<file path="src/rtl/inst_queue_if.sv">
// inst_queue_if: fetch-to-decode handshake bundle for the instruction queue
//   master: fetch/decode side (drives flush, in_*, out_ready)
//   slave : queue side (drives in_ready, out_*, count)
interface inst_queue_if #(
    parameter int ADDR_W = 32,
    parameter int INST_W = 32,
    parameter int DEPTH  = 4
);
    localparam int CNT_W = $clog2(DEPTH + 1);
    logic              flush;
    logic              in_valid;
    logic [ADDR_W-1:0] in_pc;
    logic [INST_W-1:0] in_inst;
    logic              in_ready;
    logic              out_valid;
    logic [ADDR_W-1:0] out_pc;
    logic [INST_W-1:0] out_inst;
    logic              out_ready;
    logic [CNT_W-1:0]  count;
    modport master (
        output flush, in_valid, in_pc, in_inst, out_ready,
        input  in_ready, out_valid, out_pc, out_inst, count
    );
    modport slave (
        input  flush, in_valid, in_pc, in_inst, out_ready,
        output in_ready, out_valid, out_pc, out_inst, count
    );
endinterface

</file>
<file path="src/rtl/inst_queue.sv">
// inst_queue: DEPTH-entry show-ahead instruction FIFO between fetch and decode
//   clk, rst : clock, asynchronous active-high reset
//   q        : slave side of inst_queue_if (flush, in_* handshake, out_* handshake, count)
module inst_queue #(
    parameter int ADDR_W = 32,
    parameter int INST_W = 32,
    parameter int DEPTH  = 4,
    parameter int CNT_W  = $clog2(DEPTH + 1)
) (
    input logic         clk,
    input logic         rst,
    inst_queue_if.slave q
);
    localparam int PTR_W = $clog2(DEPTH);
    logic [ADDR_W-1:0] pc_mem   [DEPTH];
    logic [INST_W-1:0] inst_mem [DEPTH];
    logic [PTR_W-1:0]  rd_ptr, wr_ptr;
    logic [CNT_W-1:0]  cnt;
    logic              enq, deq;
    // full/empty come from the count; pointers alone are ambiguous when equal
    assign q.in_ready  = cnt != CNT_W'(DEPTH);
    assign q.out_valid = cnt != '0;
    assign q.count     = cnt;
    assign enq         = q.in_valid && q.in_ready && !q.flush;
    assign deq         = q.out_valid && q.out_ready && !q.flush;
    // bubble is all-zero so decode sees a clean nop-like slot
    assign q.out_pc    = q.out_valid ? pc_mem[rd_ptr] : '0;
    assign q.out_inst  = q.out_valid ? inst_mem[rd_ptr] : '0;
    always_ff @(posedge clk or posedge rst) begin
        if (rst) begin
            rd_ptr <= '0;
            wr_ptr <= '0;
            cnt    <= '0;
        end else if (q.flush) begin
            rd_ptr <= '0;
            wr_ptr <= '0;
            cnt    <= '0;
        end else begin
            rd_ptr <= rd_ptr + PTR_W'(deq);
            wr_ptr <= wr_ptr + PTR_W'(enq);
            cnt    <= cnt + CNT_W'(enq) - CNT_W'(deq);
        end
    end
    always_ff @(posedge clk) begin
        if (enq) begin
            pc_mem[wr_ptr]   <= q.in_pc;
            inst_mem[wr_ptr] <= q.in_inst;
        end
    end
endmodule
</file>
<file path="src/flat_wrapper.sv">
// flat-port wrapper written by rule: the top's interface ports become plain ports
module inst_queue_flat 
#(
    parameter int ADDR_W = 32,
    parameter int INST_W = 32,
    parameter int DEPTH  = 4,
    parameter int CNT_W  = $clog2(DEPTH + 1)
)
  (clk, rst, q_flush, q_in_valid, q_in_pc, q_in_inst, q_out_ready, q_in_ready, q_out_valid, q_out_pc, q_out_inst, q_count);
  inst_queue_if #(.ADDR_W(ADDR_W), .INST_W(INST_W), .DEPTH(DEPTH)) q_i ();
  input logic clk;
  input logic rst;
  input wire logic [$bits(q_i.flush)-1:0] q_flush;
  input wire logic [$bits(q_i.in_valid)-1:0] q_in_valid;
  input wire logic [$bits(q_i.in_pc)-1:0] q_in_pc;
  input wire logic [$bits(q_i.in_inst)-1:0] q_in_inst;
  input wire logic [$bits(q_i.out_ready)-1:0] q_out_ready;
  output wire logic [$bits(q_i.in_ready)-1:0] q_in_ready;
  output wire logic [$bits(q_i.out_valid)-1:0] q_out_valid;
  output wire logic [$bits(q_i.out_pc)-1:0] q_out_pc;
  output wire logic [$bits(q_i.out_inst)-1:0] q_out_inst;
  output wire logic [$bits(q_i.count)-1:0] q_count;
  assign q_i.flush = q_flush;
  assign q_i.in_valid = q_in_valid;
  assign q_i.in_pc = q_in_pc;
  assign q_i.in_inst = q_in_inst;
  assign q_i.out_ready = q_out_ready;
  assign q_in_ready = q_i.in_ready;
  assign q_out_valid = q_i.out_valid;
  assign q_out_pc = q_i.out_pc;
  assign q_out_inst = q_i.out_inst;
  assign q_count = q_i.count;
  inst_queue #(.ADDR_W(ADDR_W), .INST_W(INST_W), .DEPTH(DEPTH), .CNT_W(CNT_W)) u_core (.clk(clk), .rst(rst), .q(q_i));
endmodule
</file>
<file path="config.mk">
export PLATFORM = sky130hd
export DESIGN_NAME = inst_queue_flat
export DESIGN_NICKNAME = d
export VERILOG_FILES = /design/src/rtl/inst_queue_if.sv /design/src/rtl/inst_queue.sv /design/src/flat_wrapper.sv
export SDC_FILE = /design/constraint.sdc
export NUM_CORES = 1
export LEC_CHECK = 0
export ABC_AREA = 0
export CORE_AREA = 2 2 135 137
export CTS_CLUSTER_SIZE = 30
export DETAILED_ROUTE_END_ITERATION = 16
export DIE_AREA = 0 0 137 139
export PLACE_DENSITY = 0.86
export SYNTH_ARGS = -nofsm -noshare
export SYNTH_HDL_FRONTEND = slang
export SYNTH_SLANG_ARGS = --single-unit
</file>
<file path="constraint.sdc">
create_clock -name clk -period 17.9 [get_ports clk]
set_input_delay 2.685 -clock clk [delete_from_list [all_inputs] [get_ports clk]]
set_output_delay 2.685 -clock clk [all_outputs]
set_load 0.02 [all_outputs]
</file>
==> results of run 1 <==
==> area by class of cell <==
type | count | area share, %
repair buffers | 142 | 11.3
clock inverters | 9 | 0.600
flip-flops and latches | 263 | 62.8
inverters | 5 | 0.150
well taps | 229 | 2.29
clock buffers | 39 | 6.08
multi-input cells | 152 | 16.8
==> per-stage QoR <==
step,hold WS [ns],total power [uW],area [sq um],std cells
after floorplan,0.556,985,10100,441
after detailed placement,0.658,1170,11700,791
after global routing,0.727,1740,12500,839
final,0.676,1670,12500,839
after global placement,0.615,1160,11700,791
after CTS,0.685,1690,12500,839
==> metal layers <==
metal | track usage [%] | share of wire [%] | wire length [um] | vias up
li1 | - | - | - | 2108
met2 | 33.9 | 53 | 9670 | 137
met5 | 0 | 0 | 0 | -
met3 | 3.33 | 4.9 | 901 | 26
met1 | 27.0 | 41 | 7470 | 2483
met4 | 5.43 | 1.8 | 326 | 0
==> cell usage after synthesis <==
cell	n	area share [%]
dfrtp_1	7	1.7
inv_1	5	0.19
mux4_1	4	1.0
buf_6	1	0.11
nor2_1	5	0.19
and2_1	64	3.9
nor2b_1	3	0.19
xnor2_1	2	0.17
nand2b_1	1	0.062
fa_1	1	0.20
buf_2	7	0.35
xnor3_1	1	0.22
ha_1	4	0.49
nor3b_1	1	0.074
mux4_2	60	13
nor4_1	1	0.062
nor4b_1	2	0.17
clkbuf_1	7	0.26
and3b_1	1	0.086
or3_1	1	0.062
edfxtp_1	256	76
buf_12	6	1.2
nor4bb_1	1	0.099
==> final timing paths <==
path / slack (ns) / end / start
setup reg to reg: 14.75 / u_core.q.count[2]$_DFF_PP0_ / u_core.q.count[1]$_DFF_PP0_
hold reg to reg: 0.68 / u_core.wr_ptr[1]$_DFF_PP0_ / u_core.wr_ptr[1]$_DFF_PP0_
max in group asynchronous: 15.19 / u_core.rd_ptr[0]$_DFF_PP0_ / rst
setup / recovery: 11.81 / q_out_inst[31] / u_core.rd_ptr[0]$_DFF_PP0_
min in group asynchronous: 2.47 / u_core.rd_ptr[1]$_DFF_PP0_ / rst
hold / removal: 0.68 / u_core.wr_ptr[1]$_DFF_PP0_ / u_core.wr_ptr[1]$_DFF_PP0_
==> cell families after synthesis <==
group / after synthesis / synth area share (%)
adders and majority gates: 5 / 0.691
and+or+nand+nor: 80 / 4.94
xor gates and xnor gates: 3 / 0.395
DFF: 263 / 77.5
buffers and inverters: 26 / 2.09
muxes: 64 / 14.4
==> where the power goes <==
part	internal, uW	switching, uW
combinational	214	215
sequential	705	17.5
clock	308	211
==> flip-flops by register name, summed over array words and instances, names as in the netlist <==
register,cells
u_core.pc_mem,128
u_core.rd_ptr,2
u_core.inst_mem,128
u_core.wr_ptr,2
u_core.q.count,3
==> worst max-delay path: cells and delay by family, from the launching register on <==
kind	cells	cell delay, ns
mux	1	0.65
simple gates	1	0.17
flops	1	0.73
buf+inv	2	1.29
==> out/metrics.yaml, run 1 <==
syn2layout_area_growth_pct: 23.5
hold_violations: 0
period_needed_ns: 6.09
ant_nets: 0
diodes: 0
dieArea_sq_um: 19000
layout_commonest_cell: "edfxtp_1"
core_area_sq_um: 17700
die_h_um: 139
initial_core_util_pct: 57.4
syn_inst: 441
drc_errors: 0
leakage_uw: 0.00400
worst_pin_slew_ns: 1.12
critPathMaxFanout: 43
syn_nets: 515
place_ws_ns: 12.26
pin_count: 138
vdd_drop_max_mv: 0.0993
required_ns: 15.21
wl_per_cell_um: 21.9
cap_viol_max_count: 0
cp_data_arrival_time_ns: 3.40
max_slew_margin_pct: 25.0
min_period_over_period_pct: 34.0
hp-class: "reg -> reg"
clk_pin_slew_ns: 0.06
port_buffers: 137
setup_violations: 0
totalWireLength_mm: 18.4
max_stage_delay_ns: 0.75
insertion_delay_ns: 0.51
slew_viol_final: 0
final_cell_mix: "edfxtp_1, clkdlybuf4s50_1, and2_1"
grt_max_degree: 67
nFillCells: 1039
syn_area_per_cell_sq_um: 23.0
cts_sinks: 263
antenna_found_initial: 0
max_freq_mhz: 164
layout_setup_ws_ns: 11.81
grt_pass1_wl_mm: 28.5
end_kind: "output pin"
worstSetupStartpointType: "flip-flop"
yosysSeqAreaShare_pct: 77.5
synth_cell_types: 23
ctsHoldBuffers: 0
overflow: 0
tns_ns: 0
min_path_cells: 2
dp_hpwl_mm: 9.79
htreeDepth: 1
gp_congestion: 0.689
clock_skew_ns: 0.00991
critPathKind: "reg -> out"
grt_setup_unrepaired: "no"
power-per-cell-area_nw_per_um2: 133
vias: 4754
ys_ff_latch: 263
cts_tree: "yes"
drive_gt1_share_pct: 18.0
cts.repair.resized: 0
r2r_cells: 9
multiInputGateArea_sq_um: 2100
crit_chain: "buf_4 -> mux4_1 -> and2_1 -> clkdlybuf4s50_1"
final_util_pct: 70.9
dr.pass1.iters: 4
drtIter0Drc: 346
globalRouteTotalUtil_pct: 19.9
cts-root-buf: "clkbuf_16"
first_global_vias: 5024
finalNetCount: 664
status: "finished clean"
clockBufferDepth: 3
viasPerCell: 5.67
cts_made_buffers: 26
syn-cell-area_sq_um: 10100
ys_warn_count: 0
die_w_um: 137
post_cts_buffers: 0
final-seq-area_sq_um: 7870
slowest_stage: "buf_4"
rows: 49
Power figures use the tool's default switching activity.
==> inputs of run 2 (changes only) <==
CORE_AREA = 2 2 147 149   (was 2 2 135 137)
DIE_AREA = 0 0 149 151   (was 0 0 137 139)
PLACE_DENSITY = 0.78   (was 0.86)
clock period = 5 ns   (was 17.9 ns; I/O delays follow)
==> run 2 against run 1 <==
Power rose to 3.5 times the previous value. Critical path depth stayed put. Clock power grew to 3.4 times the previous value. Routed wire length is 0.11% higher. Non-clock buffer count up 5.
==> out/metrics.yaml, run 2 (synthesis gave the netlist of run 1 again) <==
worstSetupStartpointType: "flip-flop"
dr.pass1.iters: 4  # unchanged
cts_made_buffers: 26  # unchanged
cts-root-buf: "clkbuf_16"
dieArea_sq_um: 22500  # +18%
rrSetupSlack_ns: 1.78  # -12.97 ns
final_cell_mix: "edfxtp_1, clkdlybuf4s50_1, and2_1"
setup_violations: 0  # unchanged
instances_no_fill: 885  # +5.5%
max_freq_mhz: 261
period_needed_ns: 3.83
syn2layout_area_growth_pct: 24.2
grt_max_degree: 67  # unchanged
wl_per_cell_um: 20.8  # -5.1%
clk_pin_slew_ns: 0.06  # about the same
drtIter0Drc: 342  # -1.2%
dp_hpwl_mm: 10.9  # +12%
max_slew_margin_pct: 25.7  # +0.69 points
cts.repair.resized: 0  # unchanged
vias: 4743  # -0.23%
drive_gt1_share_pct: 17.9  # -0.16 points
clock_skew_ns: 0.00785  # -0.00206 ns
leakage_uw: 0.00400  # about the same
grt_setup_unrepaired: "no"
critPathKind: "reg -> out"
critPathBufInv: 2  # unchanged
globalRouteTotalUtil_pct: 16.5  # -3.4 points
power-per-cell-area_nw_per_um2: 469  # +250%
htreeDepth: 1  # unchanged
cts_sinks: 263  # unchanged
end_kind: "output pin"
cp_top_family: "flip-flops"
drc_errors: 0  # unchanged
vdd_drop_max_mv: 0.335  # +240%
place_ws_ns: 1.61  # -10.65 ns
totalWireLength_mm: 18.4  # +0.11%
die_w_um: 149  # +8.8%
gp_congestion: 0.741  # +7.5%
antenna_found_initial: 1  # +1
status: "finished clean"
worst_pin_slew_ns: 1.11  # -0.0104 ns
cap_viol_max_count: 0  # unchanged
min_period_over_period_pct: 76.5
hold_violations: 0  # unchanged
placed_area_sq_um: 11800  # +1.1%
grt_pass1_wl_mm: 28.3  # -0.80%
max_stage_delay_ns: 0.89  # +0.14 ns
final_cell_area_sq_um: 12600  # +0.55%
ant_nets: 0  # unchanged
finalNetCount: 669  # +0.75%
port_buffers: 137  # unchanged
rows: 53  # +8.2%
overflow: 0  # unchanged
initial_core_util_pct: 48.7  # -8.7 points
layout_setup_ws_ns: 1.17  # -10.64 ns
crit_chain: "buf_12 -> mux4_1 -> and2_1 -> clkdlybuf4s50_1"
first_global_vias: 5166  # +2.8%
critPathMaxFanout: 34  # -21%
layout_commonest_cell: "edfxtp_1"
cts_tree: "yes"
hp-class: "in -> async"
core_area_sq_um: 20800  # +18%
clockBufferDepth: 3  # unchanged
cp_data_arrival_time_ns: 3.08  # -0.32 ns
viasPerCell: 5.36  # -5.4%
ctsHoldBuffers: 0  # unchanged
diodes: 0  # unchanged
die_h_um: 151  # +8.6%
slew_viol_final: 0  # unchanged
pin_count: 138  # unchanged
required_ns: 4.25  # -10.96 ns
post_cts_buffers: 0  # unchanged
insertion_delay_ns: 0.51  # about the same
dp_cells: 842  # +6.4%
slowest_stage: "dfrtp_4"
[run 2: cell count changes in the layout (fill, tap and decap cells not counted), sizes merged]
cell,previous run,this run
clkinv,7,10
inv,6,5
buf,5,10
clkbuf,39,32
[run 2: worst register-to-register path, cell delays in order, from the launching register on]
cell and delay (ns):
dfrtp_1 0.44, or3_2 0.96, and3b_1 0.51, ha_1 0.28, inv_1 0.06, ha_1 0.14
inv_1 0.05, fa_1 0.40, xnor3_1 0.22, nor2_1 0.05
[run 2: worst paths after layout]
check                                         endpoint  cells past startpoint                   startpoint
max                                       q_out_pc[31]                      4   u_core.rd_ptr[0]$_DFF_PP0_
min                         u_core.rd_ptr[1]$_DFF_PP0_                      2                          rst
max reg2reg                u_core.q.count[2]$_DFF_PP0_                      9  u_core.q.count[1]$_DFF_PP0_
min reg2reg                u_core.q.count[1]$_DFF_PP0_                      2  u_core.q.count[1]$_DFF_PP0_
max in group asynchronous   u_core.rd_ptr[0]$_DFF_PP0_                      2                          rst
min in group clk           u_core.q.count[1]$_DFF_PP0_                      2  u_core.q.count[1]$_DFF_PP0_
[run 2: report_power, final]
group / total, uW / switching (uW) / leakage (uW) / internal [uW]
Sequential: 2600 / 73.6 / 0.00241 / 2520
Combinational: 1540 / 761 / 0.00121 / 780
Clock: 1770 / 747 / 0.000378 / 1020
[run 2: final cells by class]
cell class / count / area, sq um
Fill cell: 1492 / 8230
Sequential cell: 263 / 7870
Multi-Input combinational cell: 152 / 2130
Timing Repair Buffer: 147 / 1460
Clock buffer: 32 / 694
Tap cell: 275 / 344
Clock inverter: 11 / 76.3
Inverter: 5 / 18.8
[run 2: per-layer routing]
| metal | wire [um] | global-route usage [%] | vias up |
|---|---|---|---|
| li1 | - | - | 2112 |
| met1 | 7200 | 20.8 | 2435 |
| met2 | 9700 | 29.9 | 159 |
| met3 | 1100 | 3.19 | 35 |
| met4 | 371 | 4.05 | 2 |
| met5 | 14 | 0 | - |
[run 2: stage by stage]
stage	utilization (%)	TNS, ns	hold slack (ns)	power, uW
after global routing	60.5	0	0.478	6160
after global placement	56.8	0	0.651	4190
after detailed placement	56.8	0	0.698	4210
after floorplan	-	-10.38	0.553	3520
after CTS	60.5	0	0.460	5990
final	60.5	0	0.469	5910
==> inputs of run 3 (changes only) <==
clock period = 3.5 ns   (was 5 ns; I/O delays follow)
==> run 3 against run 2 <==
Register-to-register slack worse by 0.98 ns. Sequential share of layout area is 0.46 points lower. Final area is 0.75% higher. Sequential power is 42% higher. Clock power is 45% higher. Core utilization is 0.45 points higher. Cell count is 0.68% higher. Critical path type unchanged.
==> out/metrics.yaml, run 3 (synthesis gave the netlist of run 1 again) <==
status: "finished clean"
max_slew_margin_pct: 60.9  # +35 points
crit_end: "q_out_inst[23]"
totalWireLength_mm: 18.9  # +2.5%
pin_count: 138  # unchanged
core_area_sq_um: 20800  # unchanged
drtIter0Drc: 222  # -35%
tns_ns: 0  # unchanged
htreeDepth: 1  # unchanged
dp_hpwl_mm: 11.2  # +2.5%
place_ws_ns: 0.666  # -0.944 ns
globalRouteTotalUtil_pct: 17.3  # +0.74 points
layout_setup_ws_ns: 0.207  # -0.967 ns
leakage_uw: 0.00403  # +0.68%
first_global_vias: 5259  # +1.8%
period_needed_ns: 3.29
drc_errors: 0  # unchanged
critPathKind: "reg -> out"
pwr-share-comb_pct: 26.8  # +0.7 points
reg2reg_to: "u_core.q.count[2]$_DFF_PP0_"
final_util_pct: 60.9  # +0.45 points
nFillCells: 1473  # -1.3%
cp_data_arrival_time_ns: 2.77  # -0.31 ns
gp_congestion: 0.722  # -2.6%
die_w_um: 149  # unchanged
finalNetCount: 670  # +0.15%
layout_commonest_cell: "edfxtp_1"
hp-class: "in -> async"
drive_gt1_share_pct: 18.2  # +0.31 points
placed_area_sq_um: 11900  # +0.59%
ant_nets: 0  # unchanged
clock_skew_ns: 0.00539  # -0.00246 ns
p_seq_share_pct: 43.2  # -0.7 points
dieArea_sq_um: 22500  # unchanged
grt_max_degree: 65  # -3.0%
min_period_over_period_pct: 94.1
grt_setup_unrepaired: "no"
grt_pass1_wl_mm: 29.4  # +4.0%
diodes: 0  # unchanged
worst_pin_slew_ns: 0.587  # -0.527 ns
slew_viol_final: 0  # unchanged
die_h_um: 151  # unchanged
cts_made_buffers: 26  # unchanged
max_freq_mhz: 304
overflow: 0  # unchanged
hold_violations: 0  # unchanged
rrSetupSlack_ns: 0.80  # -0.98 ns
r2r_cells: 9  # unchanged
initial_core_util_pct: 48.7  # unchanged
final_cell_area_sq_um: 12700  # +0.75%
post_cts_buffers: 0  # unchanged
vias: 4743  # unchanged
cts_sinks: 263  # unchanged
insertion_delay_ns: 0.51  # about the same
clk_pin_slew_ns: 0.06  # about the same
antenna_found_initial: 1  # unchanged
viasPerCell: 5.32  # -0.67%
required_ns: 2.97  # -1.28 ns
rows: 53  # unchanged
wl_met1_mm: 7.63  # +5.9%
cts.repair.resized: 0  # unchanged
switching_power_uw: 2290  # +45%
wl_per_cell_um: 21.2  # +1.8%
clockBufferDepth: 3  # unchanged
p_int_uw: 6230  # +44%
cap_viol_max_count: 0  # unchanged
end_kind: "output pin"
swShare_pct: 26.9  # +0.11 points
setup_violations: 0  # unchanged
highest_layer: "met5"
final_cell_mix: "edfxtp_1, clkdlybuf4s50_1, and2_1"
cts-root-buf: "clkbuf_16"
cts_tree: "yes"
crit_start: "u_core.rd_ptr[1]$_DFF_PP0_"
clockPowerShare_pct: 30.0  # about the same
dr.pass1.iters: 4  # unchanged
critPathMaxFanout: 39  # +15%
vdd_drop_max_mv: 0.531  # +59%
power-per-cell-area_nw_per_um2: 672  # +43%
wl_met3_um: 929  # -15%
worstSetupStartpointType: "flip-flop"
ctsHoldBuffers: 0  # unchanged
r2r-start: "u_core.q.count[1]$_DFF_PP0_"
syn2layout_area_growth_pct: 25.1
port_buffers: 137  # unchanged
route.met2.wl_mm: 9.90  # +2.1%
run 3: critical path, stage by stage, from the launching register on:
cell and delay [ns]:
dfrtp_4 0.81, buf_4 0.37, mux4_2 0.34, and2_1 0.17, clkdlybuf4s50_1 0.53
run 3: layer usage:
metal / vias up / global-route usage, %
li1: 2113 / -
met2: 128 / 30.7
met1: 2468 / 22.2
met4: 2 / 4.14
met5: - / 0
met3: 32 / 3.46
run 3: worst min-delay path by stage:
stage          slack [ns]                   startpoint                     endpoint  cells past startpoint
6_report             0.26                          rst  u_core.q.count[0]$_DFF_PP0_                      2
5_1_grt              0.25                          rst  u_core.q.count[1]$_DFF_PP0_                      2
4_1_cts              0.24                          rst  u_core.q.count[0]$_DFF_PP0_                      2
3_5_place_dp         0.70  u_core.q.count[2]$_DFF_PP0_  u_core.q.count[2]$_DFF_PP0_                      2
3_3_place_gp         0.65  u_core.q.count[2]$_DFF_PP0_  u_core.q.count[2]$_DFF_PP0_                      2
2_1_floorplan        0.33                          rst  u_core.q.count[0]$_DFF_PP0_                      1
run 3: power by group through the flow:
stage / sequential (uW) / clock, uW / combinational, uW
6_report: 3680 / 2560 / 2290
5_1_grt: 3690 / 2750 / 2450
4_1_cts: 3680 / 2630 / 2340
3_3_place_gp: 3730 / 0 / 2310
2_1_floorplan: 3730 / 0 / 1300
3_5_place_dp: 3740 / 0 / 2320
run 3: through the flow:
step	power [uW]	hold slack [ns]	std cells
detailed placement	6070	0.700	843
global placement	6040	0.651	843
finish	8520	0.257	891
floorplan	5030	0.328	441
CTS	8640	0.241	891
global route	8890	0.255	891
run 3: final cells by class:
type | instances | area [sq um] | area share [%]
sequential | 263 | 7870 | 62.0
tap | 275 | 344 | 2.71
clock buffer | 34 | 702 | 5.53
clock inverter | 14 | 92.6 | 0.730
timing repair buffer | 148 | 1530 | 12.1
inverter | 5 | 18.8 | 0.148
multi-input combinational | 152 | 2130 | 16.8
